--- config.mk ---
export PLATFORM = sky130hd
export DESIGN_NAME = i2c_bus_arbiter
export DESIGN_NICKNAME = d
export VERILOG_FILES = /design/src/rtl/i2c_bus_arbiter.sv
export SDC_FILE = /design/constraint.sdc
export NUM_CORES = 1
export LEC_CHECK = 0
export BUFFER_PORTS_ARGS = -buffer_cell sky130_fd_sc_hd__clkbuf_2
export CORE_AREA = 3 3 78 87
export CTS_CLUSTER_SIZE = 30
export DETAILED_ROUTE_END_ITERATION = 16
export DIE_AREA = 0 0 81 90
export GPL_TIMING_DRIVEN = 0
export PLACE_DENSITY_LB_ADDON = 0.12
export SYNTH_ARGS = -nofsm -noshare
export SYNTH_HDL_FRONTEND = slang
export SYNTH_SLANG_ARGS = --single-unit
export TNS_END_PERCENT = 1
--- constraint.sdc ---
create_clock -name i_clk -period 2.92 [get_ports i_clk]
set_input_delay 0 -clock i_clk [delete_from_list [all_inputs] [get_ports i_clk]]
set_output_delay 0 -clock i_clk [all_outputs]
set_load 0.005 [all_outputs]
--- src/rtl/i2c_bus_arbiter.sv ---
// ============================================================================
// i2c_bus_arbiter: round-robin share of one i2c byte engine between two
// requesters, with per-transaction watchdog and enforced bus-free gap. Rev 1.0
// ============================================================================
`default_nettype none

module i2c_bus_arbiter #(
  parameter int unsigned TIMEOUT_CYCLES = 2500000,
  parameter int unsigned GAP_CYCLES     = 500,
  parameter int unsigned CNT_W          = 32
) (
  input  logic        i_clk,
  input  logic        i_rst,
  input  logic        i_req0,
  input  logic        i_rw0,
  input  logic [7:0]  i_opcode0,
  output logic        o_gnt0,
  output logic        o_done0,
  input  logic        i_req1,
  input  logic        i_rw1,
  input  logic [7:0]  i_opcode1,
  output logic        o_gnt1,
  output logic        o_done1,
  output logic [15:0] o_rdata,
  output logic        o_timeout,
  output logic        o_start,
  output logic        o_rw,
  output logic [7:0]  o_opcode,
  input  logic        i_busy,
  input  logic        i_tick_done,
  input  logic [15:0] i_data
);

  localparam logic [CNT_W-1:0] TIMEOUT_LAST = CNT_W'(TIMEOUT_CYCLES - 1);
  localparam logic [CNT_W-1:0] GAP_LAST     = CNT_W'(GAP_CYCLES - 1);

  typedef enum logic [1:0] {
    IDLE   = 2'd0,
    LAUNCH = 2'd1,
    WAIT   = 2'd2,
    GAP    = 2'd3
  } state_t;

  state_t           state, state_n;
  logic [CNT_W-1:0] cnt, cnt_n;
  logic             gnt0, gnt0_n, gnt1, gnt1_n;
  logic             start, start_n, rw, rw_n;
  logic [7:0]       opcode, opcode_n;
  logic             done0, done0_n, done1, done1_n;
  logic             timeout, timeout_n;
  logic [15:0]      rdata, rdata_n;
  logic             last, last_n;
  logic             pick1;
  logic             complete;

  always_comb begin
    state_n   = state;
    cnt_n     = cnt;
    gnt0_n    = gnt0;
    gnt1_n    = gnt1;
    start_n   = start;
    rw_n      = rw;
    opcode_n  = opcode;
    done0_n   = 1'b0;
    done1_n   = 1'b0;
    timeout_n = 1'b0;
    rdata_n   = rdata;
    last_n    = last;
    pick1     = 1'b0;
    complete  = 1'b0;

    case (state)
      IDLE: begin
        if (i_req0 || i_req1) begin
          // last=1 means requester 1 was served most recently, so 0 wins a tie
          pick1    = i_req1 && (!i_req0 || !last);
          gnt0_n   = !pick1;
          gnt1_n   = pick1;
          start_n  = 1'b1;
          rw_n     = pick1 ? i_rw1 : i_rw0;
          opcode_n = pick1 ? i_opcode1 : i_opcode0;
          cnt_n    = '0;
          state_n  = LAUNCH;
        end
      end
      LAUNCH, WAIT: begin
        if (i_tick_done) begin
          complete = 1'b1;
          if (rw) rdata_n = i_data;
        end else if (cnt == TIMEOUT_LAST) begin
          complete  = 1'b1;
          timeout_n = 1'b1;
        end else begin
          cnt_n = cnt + 1'b1;
          if (state == LAUNCH && i_busy) begin
            start_n = 1'b0;
            state_n = WAIT;
          end
        end
        if (complete) begin
          done0_n = gnt0;
          done1_n = gnt1;
          last_n  = gnt1;
          gnt0_n  = 1'b0;
          gnt1_n  = 1'b0;
          start_n = 1'b0;
          cnt_n   = '0;
          state_n = GAP;
        end
      end
      GAP: begin
        if (cnt == GAP_LAST) state_n = IDLE;
        else                 cnt_n   = cnt + 1'b1;
      end
      default: state_n = IDLE;
    endcase
  end

  always_ff @(posedge i_clk) begin
    if (i_rst) begin
      state   <= IDLE;
      cnt     <= '0;
      gnt0    <= 1'b0;
      gnt1    <= 1'b0;
      start   <= 1'b0;
      rw      <= 1'b0;
      opcode  <= 8'h00;
      done0   <= 1'b0;
      done1   <= 1'b0;
      timeout <= 1'b0;
      rdata   <= 16'h0000;
      last    <= 1'b1;
    end else begin
      state   <= state_n;
      cnt     <= cnt_n;
      gnt0    <= gnt0_n;
      gnt1    <= gnt1_n;
      start   <= start_n;
      rw      <= rw_n;
      opcode  <= opcode_n;
      done0   <= done0_n;
      done1   <= done1_n;
      timeout <= timeout_n;
      rdata   <= rdata_n;
      last    <= last_n;
    end
  end

  assign o_gnt0    = gnt0;
  assign o_gnt1    = gnt1;
  assign o_done0   = done0;
  assign o_done1   = done1;
  assign o_rdata   = rdata;
  assign o_timeout = timeout;
  assign o_start   = start;
  assign o_rw      = rw;
  assign o_opcode  = opcode;

endmodule

`default_nettype wire
==> reports/qor.yml <==
status: "complete, no violations"
first_global_vias: 3134
h-tree-depth: 3
start_kind: "flip-flop"
min_period_over_period_pct: 95.24
first_pass_iters: 5
finalHoldViolations: 0
max_stage_delay_ns: 0.45
dieArea_um2: 7290
wl_met2_um: 4450
syn_inst: 389
ctsLongestPathBuffers: 2
setup_viol: 0
p_total_mw: 2.751
drt-met1-wl_um: 3886
reg2reg_setup_slack_ns: 0.14
finalCriticalPeriod_ns: 2.781
fmax_mhz: 359.6
seq_area_frac_synth_pct: 41.30
overflow: 0
drt_iter0_drc: 247
hold_slack_ns: 0.09748
ios: 71
grt_usage_pct: 25.60
synth_top_area_share_pct: 41.30
root_buffer: "clkbuf_8"
final_net_count: 549
topRoutingLayerUsed: "met4"
hold_start: "i_tick_done"
critical_path_class: "flip-flop to flip-flop"
n_antenna_cell: 0
critPathSlowestCell: "o31ai_4"
place.gp.congestion: 0.9797
synth_edf_count: 0
path_clk_slew_ns: 0.07
cts_tree: "yes"
synth_top_area_cell: "dfxtp_1"
synth_common_cells: "dfxtp_1 (66), nand2_1 (58), nor2_1 (42)"
io_buffers: 70
wl_per_cell_um: 15.69
dp.cells: 536
clk_latency_ns: 0.34
worstPathMaxFanout: 10
post_cts_buffers: 0
fillerInstances: 497
vias: 3328
synthTopCellsByArea: "dfxtp_1 (41%), nand2_1 (6.8%), nor2_1 (4.9%)"
stdcell_count: 587
async_flop_share_pct: 0
ff2ff_path_depth: 8
die_height_um: 90
numCtsBuffers: 9
end_kind: "flip-flop"
die_w_um: 81
vias_per_cell: 5.670
skew_ns: 0.006160
reg2reg_from: "cnt[0]$_SDFFE_PP0P_"
wl_met3_um: 641
drv_slew: 0
ys.flop_type: "dfxtp_1"
relSlewSlack_pct: 20.61
hpwl_um: 5946
cp.arrival_ns: 3.01
antenna_found_initial: 0
area_growth_pct: 32.07
hold_path_depth: 3
worstPathRequired_ns: 3.15
syn_area_per_cell_um2: 8.224
r2r_end: "cnt[26]$_SDFFE_PP0P_"
p_leak_nw: 1.649
hold_class: "input port to flip-flop"
drive_gt1_share_pct: 20.39
core_area_um2: 5878
ant_nets: 0
drt_wl_total_um: 9212
ys_ff_latch: 66
grt_start_max_net_pins: 12
ir_worst_vdd_uv: 476.1
rows: 29
syn-cell-area_um2: 3199
yosysMostFrequentCell: "dfxtp_1"
ys_types: 54
cts_sinks: 66
power.density_nw_per_um2: 651.1
synth_warnings: 0
tightest_slew_ns: 1.180
initial_core_util_pct: 54.43
maxCapViolCount: 0
syn-num-nets: 433
drcViolationCount: 0
path_cells: "ha_1 > nand4_1 > nor4b_2 > a31oi_2 > o31ai_4 > a21o_1 > buf_2 > nor2_1"
grt_pass1_wl_um: 14780
worstHoldEndpoint: "o_timeout$_SDFF_PP0_"
==> flip-flops by register name (all words and copies together) (netlist names) <==
signal,count
o_rw,1
o_rdata,16
o_timeout,1
o_done0,1
o_start,1
last,1
o_gnt1,1
cnt,32
state,2
o_done1,1
o_gnt0,1
o_opcode,8
==> layout by cell type (no fill, tap or decap), types with 9 or more instances in the layout <==
| cell type | netlist | final |
|---|---|---|
| a21oi_1 | 31 | 31 |
| dfxtp_1 | 66 | 66 |
| a211oi_1 | 10 | 10 |
| dlygate4sd3_1 | 0 | 35 |
| mux2i_1 | 12 | 12 |
| nor2_1 | 42 | 42 |
| and3_1 | 9 | 9 |
| xnor2_1 | 11 | 11 |
| inv_1 | 10 | 10 |
| nand4_1 | 11 | 11 |
| nand3_1 | 16 | 16 |
| clkbuf_2 | 1 | 71 |
| nor3_1 | 12 | 12 |
| nor4_1 | 9 | 9 |
| clkbuf_8 | 0 | 11 |
| clkbuf_1 | 10 | 10 |
| nand2_1 | 58 | 58 |
==> metrics by stage <==
step,cell area (um^2),TNS (ns),worst slack [ns],utilization (%)
finish,4225,0,0.1391,71.88
detailed placement,3646,-0.2472,-0.03020,62.03
global route,4225,-0.09911,-0.02248,71.88
floorplan,3199,0,0.6881,-
global placement,3646,-0.05762,-0.008316,62.03
CTS,4209,0,0.1075,71.60
==> where the power goes <==
part / switching (mW) / internal, mW
registers: 0.0735 / 1.01
logic: 0.546 / 0.345
clock network: 0.341 / 0.436
==> metal layers <==
metal  GRT usage, %  vias to the layer above
li1               -                     1631
met1          32.56                     1525
met2          41.51                      149
met3          5.300                       23
met4          10.42                        0
met5              0                        -
==> layout make-up <==
| cell class | instances | area, um^2 | area share (%) |
|---|---|---|---|
| sequential | 66 | 1321 | 31.27 |
| timing repair buffer | 105 | 700.7 | 16.58 |
| multi-input combinational | 295 | 1787 | 42.29 |
| inverter | 11 | 41.29 | 0.9772 |
| tap | 77 | 96.34 | 2.280 |
| buffer | 17 | 75.07 | 1.777 |
| clock buffer | 11 | 151.4 | 3.583 |
| clock inverter | 5 | 52.55 | 1.244 |
==> timing repair <==
action                                  4_1_cts  5_1_grt
endpoints found under the hold margin        26        0
hold buffers                                 35        0
gates resized for setup                       1        3
endpoints found under the setup margin       10       19
pin swaps                                     0        0
==> worst max-delay path, delay by kind of cell (launching register included) <==
kind            cells  cell delay (ns)
compound gates      3             0.99
fa+ha+maj           1             0.26
buf+inv             1             0.29
flops               1             0.39
simple gates        3             0.73
==> cells by family after synthesis <==
group           count (synthesis)  share of synthesized area [%]
mux                            12                          3.755
compound gates                 79                          16.54
xor+xnor                       14                          3.833
buf+inv                        28                          3.637
flops                          66                          41.30
simple gates                  186                          29.37
fa+ha+maj                       4                          1.564
==> worst max path at each step <==
| stage | depth (start not counted) | end | slack (ns) | start |
|---|---|---|---|---|
| detailed placement | 8 | cnt[6]$_SDFFE_PP0P_ | -0.03 | cnt[0]$_SDFFE_PP0P_ |
| finish | 8 | cnt[26]$_SDFFE_PP0P_ | 0.14 | cnt[0]$_SDFFE_PP0P_ |
| global route | 8 | cnt[6]$_SDFFE_PP0P_ | -0.02 | cnt[0]$_SDFFE_PP0P_ |
| CTS | 8 | cnt[6]$_SDFFE_PP0P_ | 0.11 | cnt[0]$_SDFFE_PP0P_ |
| floorplan | 8 | cnt[23]$_SDFFE_PP0P_ | 0.69 | cnt[0]$_SDFFE_PP0P_ |
| global placement | 8 | cnt[26]$_SDFFE_PP0P_ | -0.008 | cnt[0]$_SDFFE_PP0P_ |
(Power assumes the default switching activity.)
